===== src/rtl/counter_pkg.sv =====
// rtl/counter_pkg.sv - shared BCD counter types, constants and digit saturation
package counter_pkg;

    localparam int BCD_W = 4;
    localparam logic [BCD_W-1:0] BCD_MAX = 4'd9;

    typedef logic [BCD_W-1:0] bcd_t;

    // Clamp an arbitrary nibble to a legal decimal digit.
    function automatic bcd_t sat_nine(input logic [BCD_W-1:0] v);
        return (v > BCD_MAX) ? BCD_MAX : bcd_t'(v);
    endfunction

endpackage


===== src/rtl/bcd_down_digit.sv =====
// rtl/bcd_down_digit.sv - one decade of the BCD down counter with borrow ripple
module bcd_down_digit
    import counter_pkg::*;
(
    input  logic       clk,
    input  logic       clr,
    input  logic       load,
    input  logic [3:0] din,
    input  logic       bin,
    output logic [3:0] dq,
    output logic       bout_d
);

    bcd_t digit;

    // Load a saturated preset, or step down one decade position when borrowed into.
    always_ff @(posedge clk or posedge clr) begin
        if (clr) begin
            digit <= '0;
        end else if (load) begin
            digit <= sat_nine(din);
        end else if (bin) begin
            digit <= (digit == '0) ? BCD_MAX : digit - 4'd1;
        end
    end

    assign dq     = digit;
    assign bout_d = bin & (digit == '0);

endmodule


===== src/rtl/bcd_down_counter.sv =====
// rtl/bcd_down_counter.sv - multi-digit BCD down counter with load, wrap/one-shot and terminal count
module bcd_down_counter
    import counter_pkg::*;
#(
    parameter int DIGITS = 2,
    parameter int WRAP   = 1
) (
    input  logic                    clk,
    input  logic                    clr,
    input  logic                    en,
    input  logic                    load,
    input  logic [BCD_W*DIGITS-1:0] d,
    output logic [BCD_W*DIGITS-1:0] q,
    output logic                    zero,
    output logic                    tc,
    output logic                    bout
);

    logic [DIGITS:0] borrow;
    logic            step_ok;
    logic            at_one;

    // In one-shot mode the all-zero state must not step, otherwise every digit would roll to nine.
    assign step_ok   = (WRAP != 0) | ~zero;
    assign borrow[0] = en & ~load & step_ok;

    genvar i;
    generate
        for (i = 0; i < DIGITS; i++) begin : g_digit
            bcd_down_digit u_digit (
                .clk    (clk),
                .clr    (clr),
                .load   (load),
                .din    (d[BCD_W*i +: BCD_W]),
                .bin    (borrow[i]),
                .dq     (q[BCD_W*i +: BCD_W]),
                .bout_d (borrow[i+1])
            );
        end
    endgenerate

    assign zero   = (q == '0);
    assign at_one = (q == (BCD_W*DIGITS)'(1));

    // The end-of-chain borrow only fires when the whole count is zero, so it folds into the zero term.
    assign bout = (en & zero & ~load) | borrow[DIGITS];

    // Single-cycle pulse on the enabled step that takes the count from one to zero.
    always_ff @(posedge clk or posedge clr) begin
        if (clr) begin
            tc <= 1'b0;
        end else begin
            tc <= en & ~load & at_one;
        end
    end

endmodule


===== config.mk =====
export PLATFORM = sky130hd
export DESIGN_NAME = bcd_down_counter
export DESIGN_NICKNAME = d
export VERILOG_FILES = /design/src/rtl/counter_pkg.sv /design/src/rtl/bcd_down_digit.sv /design/src/rtl/bcd_down_counter.sv
export SDC_FILE = /design/constraint.sdc
export NUM_CORES = 1
export LEC_CHECK = 0
export BUFFER_PORTS_ARGS = -buffer_cell sky130_fd_sc_hd__buf_2
export CAP_MARGIN = 0
export CORE_UTILIZATION = 30
export DETAILED_ROUTE_END_ITERATION = 7
export HOLD_SLACK_MARGIN = 0.1
export PLACE_DENSITY = 0.6
export SETUP_SLACK_MARGIN = 0.4
export SLEW_MARGIN = 20
export SYNTH_ARGS = -nofsm -noshare
export SYNTH_HDL_FRONTEND = slang
export SYNTH_SLANG_ARGS = --single-unit
export TNS_END_PERCENT = 100

===== constraint.sdc =====
create_clock -name clk -period 2.3 [get_ports clk]
set_input_delay 0.69 -clock clk [delete_from_list [all_inputs] [get_ports clk]]
set_output_delay 0.69 -clock clk [all_outputs]
set_load 0.02 [all_outputs]

==> results.yml <==
cts:
  insertion_delay_ps: 280
  cts-root-buf: "clkbuf_4"
  clk_pin_slew_ps: 70
  cts.sinks: 9
  clockBufferDepth: 2
  cts_tree: "done"
  numCtsBuffers: 3
  h-tree-depth: 1
  ctsHoldBuffers: 0
critical_path:
  crit_fanout: 2
  endpoint_kind: "output port"
  cp.required_ps: 1610
  path_class: "flip-flop to output port"
  crit_arrival_ps: 1890
  cp-start-kind: "flip-flop"
  r2r_cells: 6
power:
  p_clk_share_pct: 26.8
  internal_power_w: 0.000324
  p_seq_share_pct: 38.7
  p_switching_w: 0.000163
  pwr-share-comb_pct: 34.4
  powerDensity_mw_per_mm2: 587
  peakVddDrop_mv: 0.320
  switching_share_pct: 33.5
  total_leakage_power_nw: 0.381
finish:
  multi_input_area_um2: 309
  final_cell_area_um2: 831
  fill_cells: 152
  antennaDiodeCount: 0
  regArea_um2: 230
  syn_to_final_growth_pct: 62.7
  nNetsFinal: 105
  drive_above_1_share_pct: 54.3
timing:
  rsz0062_at_grt: "true"
  skew_ps: 12.1
  fmax_ghz: 0.388
  setup_viol: 2
  finalCriticalPeriod_ps: 2580
  worst_pin_slew_ps: 363
  fin_ws_ps: -280
  setup_tns_ps: -513
  slew_viol_final: 0
  final_hold_viol_count: 0
  relSlewSlack_pct: 75.8
  fin_crit_sh_pct: 112
route:
  drt_first_pass_iters: 4
  avgRoutedWirePerCell_um: 12.9
  drt_iter0_markers: 26
  drc: 0
  final_antenna_net_count: 0
  vias: 575
  via_per_inst: 5.32
  routed_wl_mm: 1.39
place:
  gp_congestion: 0.843
  place_area_um2: 704
  port_buffers: 22
  post-place-ws_ps: -53.0
  dp_hpwl_um: 960
global_route:
  grt_pass1_wl_mm: 2.42
  grt_util_all_layers_pct: 17.8
  grt_max_degree: 15
  grt-ovfl-total: 0
  grt_pass1_vias: 530
  grt_antenna_before_repair: 0
hold_path:
  hold_path_class: "input pin to async pin"
yosys:
  synthArstFlopShare_pct: 100
  syn_nets: 67
  synth_area_um2: 510
  synth_most_common_cell: "dfrtp_1"
  yosysTopAreaCellShare_pct: 44.1
  ys_top_cells_by_area: "dfrtp_1 44%, o21ai_0 7.8%, nor2_1 5.1%"
  synth_edf_count: 0
  synth-warning-count: 0
  synth_commonest_cells: "9 x dfrtp_1, 8 x o21ai_0, 7 x nor2_1"
  synth-seq-cells: 9
  synth_top_cell_by_area: "dfrtp_1"
  ys_types: 23
  syn_area_per_cell_um2: 9.28
  synth.yosys.seq_area_share_pct: 44.1
  synth_ff_type: "dfrtp_1"
  syn_inst: 55
floorplan:
  io_pins: 23
  initial_core_util_pct: 33.1
  std_cell_rows: 14
  die_h_um: 43.3
  dieArea_mm2: 0.00187
  die_x_um: 43.3
  fp.coreArea_mm2: 0.00154
status:
  status: "complete, but fails checks"
  violations: "setup timing"
run:
  maxCapViolations: 0
==> registers in the layout (all words and copies together), names as in the netlist <==
| register | count |
|---|---|
| g_digit.u_digit.dq | 8 |
| tc | 1 |
==> worst max-delay path: stages (launching register included) <==
cell and delay, ps:
dfrtp_2 400, or4_4 530, or4_4 450, nor2_4 120, buf_6 110
==> timing repair <==
item                       CTS  global route
setup endpoints to repair    3             8
buffers inserted             5             2
pin swaps                    3             3
resized for setup           10             3
==> path summary, 6_finish.rpt <==
| kind | start | to | slack [ps] |
|---|---|---|---|
| hold / removal | clr | g_digit[1].u_digit.dq[2] | 370 |
| setup / recovery | g_digit[1].u_digit.dq[1] | zero | -280 |
| min in group clk | g_digit[1].u_digit.dq[2] | g_digit[1].u_digit.dq[2] | 610 |
| setup reg to reg | g_digit[0].u_digit.dq[1] | g_digit[1].u_digit.dq[1] | 250 |
| max in group asynchronous | clr | g_digit[0].u_digit.dq[2] | 1630 |
| hold reg to reg | g_digit[1].u_digit.dq[2] | g_digit[1].u_digit.dq[2] | 610 |
==> power groups by stage <==
stage	clock [W]	combinational (W)	sequential [W]
6_report	0.000131	0.000168	0.000189
4_1_cts	0.000129	0.000155	0.000191
3_3_place_gp	0	0.000131	0.000194
5_1_grt	0.000146	0.000182	0.000191
2_1_floorplan	0	0.0000558	0.000217
3_5_place_dp	0	0.000132	0.000195
==> per-stage QoR <==
stage | total power (W) | hold WS, ps | util [%] | std cells
after global placement | 0.000325 | 600 | 45.7 | 97
final | 0.000487 | 368 | 53.9 | 108
after CTS | 0.000475 | 386 | 52.0 | 106
after global routing | 0.000519 | 407 | 53.9 | 108
after floorplan | 0.000273 | 518 | - | 55
after detailed placement | 0.000327 | 605 | 45.7 | 97
==> area by class of cell <==
| type | instances | area share [%] |
|---|---|---|
| clock buffers | 4 | 3.16 |
| inverters | 2 | 0.904 |
| multi-input cells | 42 | 37.2 |
| flip-flops and latches | 9 | 27.7 |
| well taps | 16 | 2.41 |
| repair buffers | 35 | 28.6 |
==> metal layers <==
| layer | up-vias | global-route usage [%] | share of wire, % |
|---|---|---|---|
| li1 | 275 | - | - |
| met2 | 32 | 27.2 | 47 |
| met1 | 264 | 22.8 | 42 |
| met3 | 4 | 8.09 | 10 |
| met5 | - | 0 | 0 |
| met4 | 0 | 4.85 | 1.2 |
==> cell families (layout without fill, tap and decap cells) <==
kind of cell	Yosys count	count (layout)	synth area share (%)
and+or+nand+nor	24	24	28.9
xor gates and xnor gates	2	2	3.43
buffers and inverters	4	41	4.41
AOI/OAI and AO/OA	16	16	19.1
DFF	9	9	44.1
==> layout by cell type (no fill, tap or decap), types with 3 or more instances in the layout <==
master / count
buf_2: 19
buf_4: 10
o21ai_0: 7
nor2_1: 6
buf_6: 6
dfrtp_1: 5
dfrtp_2: 4
a21oi_1: 3
or4_4: 3
clkbuf_4: 3
Power figures use the tool's default switching activity.
